### src/rtl/sequenciador_tela.sv
// Screen sequencer for the OLED pet: resolves button presses, tracks fome/feliz and paces
// frames to the display controller. Optional macro ALERTA_TRISTE_EN enables the sad screen.
module sequenciador_tela #(
  parameter int COMBO_WIN     = 16,
  parameter int HOLD_FRAMES   = 8,
  parameter int DECAY_DIV     = 12000000,
  parameter int FRAME_TIMEOUT = 1000000
) (
  input  logic       clk,
  input  logic       rst_n,
  input  logic       b1_evt,
  input  logic       b2_evt,
  input  logic       frame_done,
  output logic       frame_req,
  output logic [3:0] estado,
  output logic [2:0] fome,
  output logic [2:0] feliz,
  output logic       err_timeout,
  output logic [1:0] dbg_fsm_state,
  output logic [1:0] dbg_cap_state
);

  // Handshake: frame_req rises in REQ and stays high through WAIT until frame_done is
  // sampled in WAIT or the timeout expires; estado never changes while frame_req is high.

  localparam int WIN_W  = (COMBO_WIN > 0) ? $clog2(COMBO_WIN + 1) : 1;
  localparam int HOLD_W = (HOLD_FRAMES > 0) ? $clog2(HOLD_FRAMES + 1) : 1;
  localparam int TMO_W  = (FRAME_TIMEOUT > 1) ? $clog2(FRAME_TIMEOUT) : 1;
  localparam int DEC_W  = (DECAY_DIV > 1) ? $clog2(DECAY_DIV) : 1;

  localparam logic [WIN_W-1:0]  WIN_LAST  = WIN_W'(COMBO_WIN);
  localparam logic [HOLD_W-1:0] HOLD_INIT = HOLD_W'(HOLD_FRAMES);
  localparam logic [TMO_W-1:0]  TMO_LAST  = TMO_W'(FRAME_TIMEOUT - 1);
  localparam logic [DEC_W-1:0]  DEC_LAST  = DEC_W'(DECAY_DIV - 1);

  localparam logic [3:0] SCR_NORMAL = 4'b0000;
  localparam logic [3:0] SCR_EAT    = 4'b0001;
  localparam logic [3:0] SCR_PLAY   = 4'b0010;
  localparam logic [3:0] SCR_SLEEP  = 4'b0100;
  localparam logic [3:0] SCR_SAD    = 4'b1000;

  typedef enum logic [1:0] {
    S_IDLE = 2'd0,
    S_REQ  = 2'd1,
    S_WAIT = 2'd2
  } fsm_e;

  typedef enum logic [1:0] {
    C_IDLE = 2'd0,
    C_WIN  = 2'd1,
    C_RES  = 2'd2
  } cap_e;

  fsm_e              state_q, state_d;
  cap_e              cap_q, cap_d;
  logic              first_b2_q, first_b2_d;
  logic [WIN_W-1:0]  win_cnt_q, win_cnt_d;
  logic [3:0]        pend_code_q, pend_code_d;
  logic [HOLD_W-1:0] hold_q, hold_d;
  logic [TMO_W-1:0]  tmo_q, tmo_d;
  logic [DEC_W-1:0]  dec_q, dec_d;
  logic              tick_pend_q, tick_pend_d;
  logic [3:0]        estado_q, estado_d;
  logic [2:0]        fome_q, fome_d;
  logic [2:0]        feliz_q, feliz_d;
  logic              err_q, err_d;

  logic              commit;
  logic              other_btn;
  logic              tick_raw;
  logic              tick_due;
  logic [3:0]        normal_scr;

  function automatic logic [2:0] sat_add(input logic [2:0] a, input logic [2:0] b);
    logic [3:0] s;
    s = {1'b0, a} + {1'b0, b};
    return s[3] ? 3'd7 : s[2:0];
  endfunction

  function automatic logic [2:0] sat_sub(input logic [2:0] a, input logic [2:0] b);
    return (a < b) ? 3'd0 : (a - b);
  endfunction

`ifdef ALERTA_TRISTE_EN
  assign normal_scr = ((fome_q == 3'd7) || (feliz_q == 3'd0)) ? SCR_SAD : SCR_NORMAL;
`else
  assign normal_scr = SCR_NORMAL;
`endif

  // FSM state register
  always_ff @(posedge clk) begin
    if (!rst_n) begin
      state_q <= S_IDLE;
    end else begin
      state_q <= state_d;
    end
  end

  // FSM next state
  always_comb begin
    state_d = state_q;
    case (state_q)
      S_IDLE: state_d = S_REQ;
      S_REQ:  state_d = S_WAIT;
      S_WAIT: begin
        if (frame_done || (tmo_q == TMO_LAST)) begin
          state_d = S_IDLE;
        end
      end
      default: state_d = S_IDLE;
    endcase
  end

  // FSM outputs; an action is only taken once the previous one has shown all its frames
  always_comb begin
    frame_req = (state_q == S_REQ) || (state_q == S_WAIT);
    commit    = (state_q == S_IDLE) && (hold_q == '0) && (cap_q == C_RES);
  end

  // Button capture: a window after the first press decides single versus combo
  always_comb begin
    cap_d       = cap_q;
    first_b2_d  = first_b2_q;
    win_cnt_d   = win_cnt_q;
    pend_code_d = pend_code_q;
    other_btn   = first_b2_q ? b1_evt : b2_evt;
    case (cap_q)
      C_IDLE: begin
        if (b1_evt && b2_evt) begin
          cap_d       = C_RES;
          pend_code_d = SCR_SLEEP;
        end else if (b1_evt || b2_evt) begin
          cap_d      = C_WIN;
          first_b2_d = b2_evt;
          win_cnt_d  = WIN_W'(1);
        end
      end
      C_WIN: begin
        if (other_btn) begin
          cap_d       = C_RES;
          pend_code_d = SCR_SLEEP;
        end else if (win_cnt_q == WIN_LAST) begin
          cap_d       = C_RES;
          pend_code_d = first_b2_q ? SCR_PLAY : SCR_EAT;
        end else begin
          win_cnt_d = win_cnt_q + 1'b1;
        end
      end
      C_RES: begin
        if (commit) begin
          cap_d = C_IDLE;
        end
      end
      default: cap_d = C_IDLE;
    endcase
  end

  // Frame datapath: estado only moves on the IDLE edge
  always_comb begin
    estado_d = estado_q;
    hold_d   = hold_q;
    tmo_d    = tmo_q;
    err_d    = err_q;
    case (state_q)
      S_IDLE: begin
        if (commit) begin
          estado_d = pend_code_q;
          hold_d   = HOLD_INIT;
        end else if (hold_q == '0) begin
          estado_d = normal_scr;
        end
      end
      S_REQ: tmo_d = TMO_W'(1);
      S_WAIT: begin
        if (frame_done) begin
          if (hold_q != '0) begin
            hold_d = hold_q - 1'b1;
          end
        end else if (tmo_q == TMO_LAST) begin
          err_d = 1'b1;
        end else begin
          tmo_d = tmo_q + 1'b1;
        end
      end
      default: ;
    endcase
  end

  // Stats: a decay tick that collides with a commit is carried to the next cycle
  always_comb begin
    tick_raw    = (dec_q == DEC_LAST);
    dec_d       = tick_raw ? '0 : dec_q + 1'b1;
    tick_due    = tick_raw || tick_pend_q;
    fome_d      = fome_q;
    feliz_d     = feliz_q;
    tick_pend_d = 1'b0;
    if (commit) begin
      tick_pend_d = tick_due;
      case (pend_code_q)
        SCR_EAT:  fome_d = sat_sub(fome_q, 3'd2);
        SCR_PLAY: begin
          feliz_d = sat_add(feliz_q, 3'd2);
          fome_d  = sat_add(fome_q, 3'd1);
        end
        SCR_SLEEP: feliz_d = sat_add(feliz_q, 3'd1);
        default: ;
      endcase
    end else if (tick_due) begin
      fome_d  = sat_add(fome_q, 3'd1);
      feliz_d = sat_sub(feliz_q, 3'd1);
    end
  end

  always_ff @(posedge clk) begin
    if (!rst_n) begin
      cap_q       <= C_IDLE;
      first_b2_q  <= 1'b0;
      win_cnt_q   <= '0;
      pend_code_q <= SCR_NORMAL;
      hold_q      <= '0;
      tmo_q       <= '0;
      dec_q       <= '0;
      tick_pend_q <= 1'b0;
      estado_q    <= SCR_NORMAL;
      fome_q      <= 3'd0;
      feliz_q     <= 3'd7;
      err_q       <= 1'b0;
    end else begin
      cap_q       <= cap_d;
      first_b2_q  <= first_b2_d;
      win_cnt_q   <= win_cnt_d;
      pend_code_q <= pend_code_d;
      hold_q      <= hold_d;
      tmo_q       <= tmo_d;
      dec_q       <= dec_d;
      tick_pend_q <= tick_pend_d;
      estado_q    <= estado_d;
      fome_q      <= fome_d;
      feliz_q     <= feliz_d;
      err_q       <= err_d;
    end
  end

  assign estado        = estado_q;
  assign fome          = fome_q;
  assign feliz         = feliz_q;
  assign err_timeout   = err_q;
  assign dbg_fsm_state = state_q;
  assign dbg_cap_state = cap_q;

endmodule

### config.mk
export PLATFORM = sky130hd
export DESIGN_NAME = sequenciador_tela
export DESIGN_NICKNAME = d
export VERILOG_FILES = /design/src/rtl/sequenciador_tela.sv
export SDC_FILE = /design/constraint.sdc
export NUM_CORES = 1
export LEC_CHECK = 0
export CAP_MARGIN = 20
export CORE_MARGIN = 3
export CORE_UTILIZATION = 25
export CTS_BUF_LIST = sky130_fd_sc_hd__clkbuf_4 sky130_fd_sc_hd__clkbuf_8 sky130_fd_sc_hd__clkbuf_16
export DETAILED_ROUTE_END_ITERATION = 8
export SLEW_MARGIN = 25
export SYNTH_ARGS = -nofsm -noshare
export SYNTH_HDL_FRONTEND = slang
export SYNTH_SLANG_ARGS = --single-unit
### constraint.sdc
create_clock -name clk -period 3 [get_ports clk]
set_clock_uncertainty 0.05 [all_clocks]
set_input_delay 0.6 -clock clk [delete_from_list [all_inputs] [get_ports clk]]
set_output_delay 0.6 -clock clk [all_outputs]
set_load 0.005 [all_outputs]
==> results of run 1 <==
[synthesized netlist by cell type, drive strengths merged (5+ instances only)]
cell type,count,share of area (%)
inv,20,1.9
o2111ai,6,1.3
clkbuf,11,1.0
and2,6,0.95
nor2,47,4.9
nand4,15,2.4
o21ai,23,3.0
and3,10,1.6
mux2i,8,2.0
a22oi,5,0.95
dfxtp,72,37
nor4,7,1.9
o211ai,9,1.8
nor3b,5,0.95
a21boi,7,1.3
nor2b,11,1.7
xnor2,17,3.8
or2,5,0.79
xor2,14,3.1
ha,14,4.5
buf,11,1.7
or3,5,0.92
nand3,19,2.4
and4,5,1.1
nor3,10,1.3
nand2,35,3.3
o21a,6,1.1
a31oi,5,0.79
a21oi,6,0.76
[per-stage QoR]
stage | utilization (%) | setup slack, ns | hold WS [ns] | std cells
6_report | 30.2 | 0.698 | 0.395 | 686
5_1_grt | 30.2 | 0.517 | 0.426 | 686
4_1_cts | 30.2 | 0.680 | 0.401 | 686
3_5_place_dp | 28.1 | 0.576 | 0.391 | 670
3_3_place_gp | 28.1 | 0.612 | 0.379 | 670
2_1_floorplan | - | 1.03 | 0.368 | 459
[area by class of cell]
| class | instances | area, sq um | area share (%) |
|---|---|---|---|
| clock inverter | 7 | 100 | 2.16 |
| clock buffer | 9 | 225 | 4.87 |
| tap | 211 | 264 | 5.71 |
| inverter | 20 | 75.1 | 1.62 |
| sequential | 72 | 1440 | 31.2 |
| timing repair buffer | 22 | 213 | 4.60 |
| multi-input combinational | 345 | 2310 | 49.9 |
[cell usage in the layout, fill, tap and decap left out, types with 3 or more instances in the layout]
master and count:
ha_1 14, o211ai_1 8, mux2i_1 8, nor4_1 5
dfxtp_1 72, or3_1 4, xor2_1 14, a41oi_1 3
nand4b_1 3, xnor2_1 17, inv_1 20, o21a_1 6
inv_6 3, clkdlybuf4s50_1 19, o211a_1 3, a21boi_0 7
nand4_1 15, nand3_1 19, nand2_1 35, nor2_1 46
a31oi_1 5, nor2b_1 11, clkbuf_16 9, nor3_1 10
o41ai_1 4, and2_1 6, and3_1 10, and4_1 5
or2_2 4, a22oi_1 5, nor3b_1 5, nand2b_1 4
a21oi_1 6, buf_4 3, o2111ai_1 6, o21ai_0 21
[flip-flops by register name, summed over array words and instances, names as in the netlist]
register / count
dbg_cap_state: 2
dbg_fsm_state: 2
dec_q: 24
err_timeout: 1
estado: 3
feliz: 3
first_b2_q: 1
fome: 3
hold_q: 4
pend_code_q: 3
tick_pend_q: 1
tmo_q: 20
win_cnt_q: 5
[metal layers]
layer	wire length, microns	part of all wire (%)
met1	4210	48
met2	4040	46
met3	296	3.4
met4	217	2.5
met5	0	0
[kinds of logic after synthesis]
kind of cell	Yosys count	share of synthesized area (%)
mux	8	2.04
flops	72	36.6
xor+xnor	31	6.90
fa+ha+maj	14	4.45
simple gates	201	28.8
other cells	1	0.0953
compound gates	90	16.4
buf+inv	42	4.71
[power by group through the flow]
stage                     sequential (W)  clock [W]  combinational (W)
after global routing             0.00105    0.00124           0.000399
after global placement           0.00106          0           0.000345
final                            0.00105    0.00117           0.000351
after detailed placement         0.00107          0           0.000351
after floorplan                  0.00104          0           0.000283
after CTS                        0.00104    0.00120           0.000353
[worst max path at each step]
stage                                  startpoint                         to  depth (start not counted)
CTS                 dbg_fsm_state[0]$_SDFFE_PN0P_     tmo_q[12]$_SDFFE_PN0P_                          6
global route        dbg_fsm_state[0]$_SDFFE_PN0P_     tmo_q[12]$_SDFFE_PN0P_                          6
finish              dbg_fsm_state[0]$_SDFFE_PN0P_     tmo_q[12]$_SDFFE_PN0P_                          6
global placement                           b2_evt  win_cnt_q[2]$_SDFFE_PN0P_                          5
floorplan                  hold_q[0]$_SDFFE_PN0P_       fome[2]$_SDFFE_PN0P_                          8
detailed placement                          rst_n       dec_q[16]$_SDFF_PP0_                          4
==> flow_summary.yaml, run 1 <==
setup_path:
  critPathKind: "flop to flop"
  timing.rr.end: "tmo_q[12]$_SDFFE_PN0P_"
  r2r_cells: 6
  slowest_delay_ns: 0.57
  end_kind: "flop"
  crit_buf_inv: 1
  critPathArrivalTime_ns: 2.54
  path_max_fanout: 11
  reg2reg_slack_ns: 0.70
  start_kind: "flop"
  required_ns: 3.23
  cp_common_cell: "nand2_1"
  crit_family: "simple AND/OR/NAND/NOR gates"
  cp_cell_sequence: "inv_1 -> ha_1 -> nand2b_1 -> nand2_1 -> or4_1 -> nand2_1"
  r2r-start: "dbg_fsm_state[0]$_SDFFE_PN0P_"
  cp_slowest_cell: "or4_1"
power_and_ir_drop:
  p_comb_share_pct: 13.7
  p_sw_share_pct: 26.8
  p_int_w: 0.00188
  cellLeakagePower_nw: 1.68
  power_density_nw_per_um2: 555
  clkPwrFrac_pct: 45.6
  pwr-share-seq_pct: 40.7
  ir_drop_v: 0.000269
  finalPower_w: 0.00257
  switchingPower_w: 0.000687
clock_network:
  cts_tree: "yes"
  clk_pin_slew_ns: 0.06
  clockBufferDepth: 2
  cts_hold_buffers: 0
  clkLatencyLatePin_ns: 0.34
  cts.sinks: 72
  post_cts_resized: 0
  post_cts_buffers: 0
  cts_buffers: 9
  clockRootBuffer: "clkbuf_16"
  htree_num_levels: 3
global_route:
  use_met2_pct: 16.9
  grt_pass1_wl_mm: 15.3
  grt_pass1_vias: 3314
  grt_max_degree: 42
  use_met1_pct: 12.8
  grtUsageMet3_pct: 2.72
  antenna_found_initial: 0
  grt-ovfl-total: 0
  track_usage_pct: 10.4
  grt.busiest_layer: "met2"
run_status:
  status: "completed"
place:
  place_hpwl_mm: 6.16
  io_buffers: 19
  place_congestion: 0.835
  placed_cell_area_sq_um: 4300
floorplanning:
  dieArea_sq_um: 17300
  num_rows: 45
  die_height_microns: 131
  core_area_sq_um: 15300
  start_util_pct: 25.7
  die_x_microns: 131
  io_pins: 21
synthesis:
  synth-warning-count: 0
  synthesis.instances: 459
  synth_edf_count: 0
  ys_types: 63
  synthesis.area_sq_um: 3940
  synthArstFlopShare_pct: 0
  synth_area_per_cell_sq_um: 8.57
  ys_seq_elements: 72
  synth_nets: 478
  ys_seq_area_share_pct: 36.6
  synth_ff_type: "dfxtp_1"
timing:
  drv_slew: 0
  rsz0062_at_grt: "false"
  fmax_mhz: 434
  tightest_slew_ns: 0.735
  fin_crit_sh_pct: 76.7
  hold_viol: 0
  finalCriticalPeriod_ns: 2.30
  fin_tns_setup_ns: 0
  max_slew_margin_pct: 50.4
  setup_viol: 0
drt:
  drc: 0
  drtAntennaViolNets: 0
  drt_iter0_drc: 193
  totalWireLength_mm: 8.76
  avgViaCountPerCell: 4.94
  dr_total_vias: 3388
  dr.pass1.iters: 4
  wl_per_cell_microns: 12.8
finish:
  syn_to_final_growth_pct: 17.6
  postLayoutCellArea_sq_um: 4630
  fillers: 1630
  drive_gt1_share_pct: 7.16
  n_antenna_cell: 0
  nets: 489
hold_path:
  hold_end: "dec_q[0]$_SDFF_PP0_"
  min_from: "dec_q[0]$_SDFF_PP0_"
  hold_path.class: "flop to flop"
  hold_path_depth: 1
run:
  drv_cap: 0
Power figures use the tool's default switching activity.
==> inputs of run 2 (changes only) <==
==> constraint.sdc (replaced) <==
create_clock -name clk -period 2.1 [get_ports clk]
set_clock_uncertainty 0.05 [all_clocks]
set_input_delay 0.42 -clock clk [delete_from_list [all_inputs] [get_ports clk]]
set_output_delay 0.42 -clock clk [all_outputs]
set_load 0.005 [all_outputs]
==> flow_summary.yaml, run 2 (same netlist as run 1, synthesis figures left out) <==
finish:
  postLayoutCellArea_sq_um: 4860
  nets: 516
  drive_gt1_share_pct: 13.4
  fin_util_pct: 31.7
  largest_reg_flops: 24
  fillers: 1616
  final_common_cell: "dfxtp_1"
  reg.largest.list: "dec_q x24, tmo_q x20, win_cnt_q x5"
  top_register: "dec_q"
  n_antenna_cell: 0
  finalNonFillerCells: 712
  seq_area_sq_um: 1440
  syn_to_final_growth_pct: 23.4
  multi_input_area_sq_um: 2350
  mostFrequentLayoutCells: "71 x dfxtp_1, 46 x nor2_1, 35 x nand2_1"
global_route:
  track_usage_pct: 10.7
  grt_pass1_wl_mm: 15.5
  grt_pass1_vias: 3293
  grt_max_degree: 38
  grt-ovfl-total: 0
  antenna_found_initial: 0
clock_network:
  htree_num_levels: 3
  clk_pin_slew_ns: 0.06
  cts.sinks: 72
  clockBufferDepth: 2
  clkLatencyLatePin_ns: 0.34
  cts_tree: "yes"
  clockRootBuffer: "clkbuf_16"
  cts_hold_buffers: 0
  cts_buffers: 9
power_and_ir_drop:
  cellLeakagePower_nw: 1.80
  ir_drop_v: 0.000301
  power_density_nw_per_um2: 748
setup_path:
  slowest_delay_ns: 0.50
  critPathArrivalTime_ns: 1.54
  setup.worst_path.start: "dbg_fsm_state[1]$_SDFFE_PN0P_"
  timing.rr.end: "fome[2]$_SDFFE_PN0P_"
  cp_slowest_cell: "clkdlybuf4s50_1"
  path_max_fanout: 4
  cp_cell_sequence: "inv_1 -> ha_1 -> clkdlybuf4s50_1"
  setup.worst_path.end: "frame_req"
  r2r-start: "hold_q[0]$_SDFFE_PN0P_"
  end_kind: "output pin"
  required_ns: 1.63
  start_kind: "flop"
  r2r_cells: 7
  critPathKind: "flop to output pin"
  reg2reg_slack_ns: 0.09
timing:
  finalCriticalPeriod_ns: 2.01
  fin_crit_sh_pct: 95.5
  drv_slew: 0
  hold_viol: 0
  fin_tns_setup_ns: 0
  rsz0062_at_grt: "true"
  setup_viol: 0
  fmax_mhz: 499
place:
  placed_cell_area_sq_um: 4510
  io_buffers: 19
  place_hpwl_mm: 6.58
  place_congestion: 0.834
  dp.cells: 695
drt:
  totalWireLength_mm: 9.06
  drt_iter0_drc: 269
  drc: 0
  dr_total_vias: 3421
  dr.pass1.iters: 4
  wl_per_cell_microns: 12.7
  avgViaCountPerCell: 4.80
  drtAntennaViolNets: 0
floorplanning:
  start_util_pct: 25.7
  io_pins: 21
  die_height_microns: 131
  die_x_microns: 131
  dieArea_sq_um: 17300
  num_rows: 45
  core_area_sq_um: 15300
hold_path:
  hold_path.class: "flop to flop"
  hold_path_depth: 1
run_status:
  status: "completed"
run:
  drv_cap: 0
[run 2: cell types whose count changed in the layout (fill, tap and decap cells not counted), moves of 2 or more]
| cell | before | now |
|---|---|---|
| buf_12 | 0 | 2 |
| buf_4 | 3 | 27 |
| clkbuf_4 | 0 | 2 |
| inv_6 | 3 | 0 |
| nor4_1 | 5 | 3 |
| nor4_2 | 0 | 2 |
[run 2: how the worst min path moves through the flow]
stage,startpoint,end,slack [ns]
floorplan,dec_q[0]$_SDFF_PP0_,dec_q[0]$_SDFF_PP0_,0.37
global placement,dec_q[0]$_SDFF_PP0_,dec_q[0]$_SDFF_PP0_,0.38
detailed placement,dec_q[0]$_SDFF_PP0_,dec_q[0]$_SDFF_PP0_,0.39
CTS,dec_q[0]$_SDFF_PP0_,dec_q[0]$_SDFF_PP0_,0.40
global route,dec_q[0]$_SDFF_PP0_,dec_q[0]$_SDFF_PP0_,0.43
finish,dec_q[0]$_SDFF_PP0_,dec_q[0]$_SDFF_PP0_,0.39
[run 2: per-stage QoR]
stage / setup WS [ns] / hold WS, ns / power [W]
6_report: 0.0941 / 0.394 / 0.00364
5_1_grt: -0.00363 / 0.429 / 0.00382
4_1_cts: 0.0381 / 0.401 / 0.00366
3_5_place_dp: -0.0647 / 0.393 / 0.00209
3_3_place_gp: 0.0213 / 0.381 / 0.00208
2_1_floorplan: 0.132 / 0.368 / 0.00189
[run 2: repair_timing]
item	CTS	global route
buffers inserted	0	1
endpoints found under the setup margin	6	7
hold endpoints to repair	0	0
pin swaps	0	5
gates resized for setup	2	7
gates cloned	0	1
[run 2: cell type report]
cell class	instances	share of cell area (%)
multi-input combinational	346	48.3
sequential	72	29.7
timing repair buffer	48	8.91
tap	211	5.44
clock buffer	12	5.23
inverter	20	1.55
clock inverter	3	0.876
[run 2: worst max-delay path, delay by kind of cell (launching register included)]
family	cells	cell delay, ns
adders and majority gates	1	0.28
DFF	1	0.35
buffers and inverters	2	0.57
[run 2: per-layer routing]
layer	up-vias	wire length [microns]	track usage (%)
met5	-	0	0
met4	0	236	5.13
met3	19	376	2.57
met2	72	4290	17.6
met1	1599	4150	13.1
li1	1731	-	-
[run 2: where the power goes]
group | internal (W) | total (W) | leakage, nW | switching [W]
registers | 0.00142 | 0.00147 | 0.584 | 0.0000476
clock network | 0.000970 | 0.00154 | 0.145 | 0.000569
logic | 0.000295 | 0.000631 | 1.07 | 0.000336
==> inputs of run 3 (changes only) <==
--- a/config.mk
+++ b/config.mk
@@ -6,6 +6,7 @@
 export NUM_CORES = 1
 export LEC_CHECK = 0
 export CAP_MARGIN = 20
+export CORE_ASPECT_RATIO = 0.7
 export CORE_MARGIN = 3
 export CORE_UTILIZATION = 25
 export CTS_BUF_LIST = sky130_fd_sc_hd__clkbuf_4 sky130_fd_sc_hd__clkbuf_8 sky130_fd_sc_hd__clkbuf_16
==> flow_summary.yaml, run 3 (same netlist as run 1, synthesis figures left out) <==
hold_path:
  min_from: "dec_q[0]$_SDFF_PP0_"
  hold_path_depth: 1
  hold_path.class: "flop to flop"
  hold_end: "dec_q[0]$_SDFF_PP0_"
setup_path:
  critPathArrivalTime_ns: 1.55
  cp_slowest_cell: "clkdlybuf4s50_1"
  path_max_fanout: 3
  end_kind: "output pin"
  reg2reg_slack_ns: 0.10
  r2r_cells: 7
  slowest_delay_ns: 0.49
  critPathKind: "flop to output pin"
  crit_buf_inv: 2
  cp_cell_sequence: "inv_1 -> ha_4 -> clkdlybuf4s50_1"
  required_ns: 1.63
  r2r-start: "hold_q[0]$_SDFFE_PN0P_"
  crit_family: "buffers and inverters"
  timing.rr.end: "fome[2]$_SDFFE_PN0P_"
  start_kind: "flop"
clock_network:
  clkLatencyLatePin_ns: 0.33
  cts_buffers: 9
  htree_num_levels: 3
  clockRootBuffer: "clkbuf_16"
  clk_pin_slew_ns: 0.06
  cts_tree: "yes"
  cts.sinks: 72
  clockBufferDepth: 2
floorplanning:
  io_pins: 21
  start_util_pct: 26.2
  num_rows: 37
  core_area_sq_um: 15000
  die_x_microns: 156
  die_height_microns: 111
  dieArea_sq_um: 17300
drt:
  totalWireLength_mm: 8.98
  drt_iter0_drc: 180
  wl_per_cell_microns: 12.9
  drc: 0
  avgViaCountPerCell: 4.87
  dr.pass1.iters: 4
  drtAntennaViolNets: 0
  dr_total_vias: 3402
finish:
  fillers: 1543
  multi_input_area_sq_um: 2350
  reg.largest.list: "dec_q x24, tmo_q x20, win_cnt_q x5"
  mostFrequentLayoutCells: "70 x dfxtp_1, 46 x nor2_1, 35 x nand2_1"
  drive_gt1_share_pct: 14.1
  n_antenna_cell: 0
  syn_to_final_growth_pct: 23.4
  nets: 517
  final_common_cell: "dfxtp_1"
  largest_reg_flops: 24
  top_register: "dec_q"
  seq_area_sq_um: 1440
power_and_ir_drop:
  clkPwrFrac_pct: 42.0
  p_int_w: 0.00266
  p_comb_share_pct: 17.6
  ir_drop_v: 0.000383
  pwr-share-seq_pct: 40.4
  power_density_nw_per_um2: 748
  switchingPower_w: 0.000968
  cellLeakagePower_nw: 1.81
  finalPower_w: 0.00363
  p_sw_share_pct: 26.7
global_route:
  grt_max_degree: 43
  antenna_found_initial: 0
  track_usage_pct: 10.4
  grt_pass1_wl_mm: 15.0
  grt-ovfl-total: 0
  grt_pass1_vias: 3100
run:
  drv_cap: 0
timing:
  finalCriticalPeriod_ns: 2.02
  drv_slew: 0
  fin_crit_sh_pct: 96.3
  setup_ws_ns: 0.0769
  setup_viol: 0
  rsz0062_at_grt: "false"
  whs_ns: 0.395
  fmax_mhz: 494
  hold_viol: 0
place:
  io_buffers: 19
  place_hpwl_mm: 6.38
  place_congestion: 0.824
  dpl_worst_slack_ns: -0.0440
run_status:
  status: "completed"
[run 3: cell count changes in the layout (fill, tap and decap cells not counted), sizes merged]
cell,change
clkinv,+3
buf,+2
clkbuf,-1
clkinvlp,-1
or3b,-1
[run 3: through the flow]
| step | setup TNS [ns] | std cells | instance area, sq um | util (%) |
|---|---|---|---|---|
| final | 0 | 698 | 4850 | 32.3 |
| after floorplan | 0 | 459 | 3940 | - |
| after global routing | 0 | 698 | 4850 | 32.3 |
| after global placement | 0 | 681 | 4510 | 30.0 |
| after CTS | 0 | 697 | 4810 | 32.0 |
| after detailed placement | -0.0577 | 681 | 4510 | 30.0 |
[run 3: power by group through the flow]
stage / sequential [W] / clock (W) / combinational (W)
after global routing: 0.00147 / 0.00163 / 0.000709
after CTS: 0.00147 / 0.00158 / 0.000607
after detailed placement: 0.00149 / 0 / 0.000593
final: 0.00147 / 0.00153 / 0.000638
after global placement: 0.00149 / 0 / 0.000586
after floorplan: 0.00149 / 0 / 0.000404
[run 3: area by class of cell]
| class | count | area share [%] |
|---|---|---|
| Timing Repair Buffer | 50 | 9.23 |
| Sequential cell | 72 | 29.7 |
| Clock buffer | 11 | 4.95 |
| Multi-Input combinational cell | 345 | 48.3 |
| Tap cell | 195 | 5.03 |
| Inverter | 20 | 1.55 |
| Clock inverter | 5 | 1.19 |
[run 3: repair_timing]
action | in CTS | in global routing
setup endpoints to repair | 5 | 5
pin swaps | 0 | 2
gates resized for setup | 3 | 8
hold buffers | 0 | 0
setup buffers | 0 | 1
hold endpoints to repair | 0 | 0
[run 3: worst max path at each step]
stage | cells past startpoint | end | start | slack (ns)
floorplan | 8 | fome[2]$_SDFFE_PN0P_ | hold_q[0]$_SDFFE_PN0P_ | 0.13
global placement | 7 | fome[2]$_SDFFE_PN0P_ | hold_q[0]$_SDFFE_PN0P_ | 0.01
detailed placement | 7 | feliz[1]$_SDFFE_PN1P_ | hold_q[0]$_SDFFE_PN0P_ | -0.04
CTS | 3 | frame_req | dbg_fsm_state[0]$_SDFFE_PN0P_ | 0.01
global route | 7 | fome[2]$_SDFFE_PN0P_ | hold_q[0]$_SDFFE_PN0P_ | 0.003
finish | 3 | frame_req | dbg_fsm_state[0]$_SDFFE_PN0P_ | 0.08
[run 3: layer usage]
metal / global-route usage (%) / vias up / routed length [microns]
met5: 0 / - / 0
met4: 3.94 / 0 / 88
met3: 2.81 / 6 / 343
met2: 14.8 / 64 / 3900
met1: 14.8 / 1591 / 4650
li1: - / 1741 / -
[run 3: worst reg2reg max path: stages (launching register included)]
cell and delay [ns]:
dfxtp_1 0.32, inv_1 0.08, ha_1 0.14, or3b_4 0.46
or3_4 0.43, o211a_1 0.25, o211ai_2 0.07, o211a_1 0.15
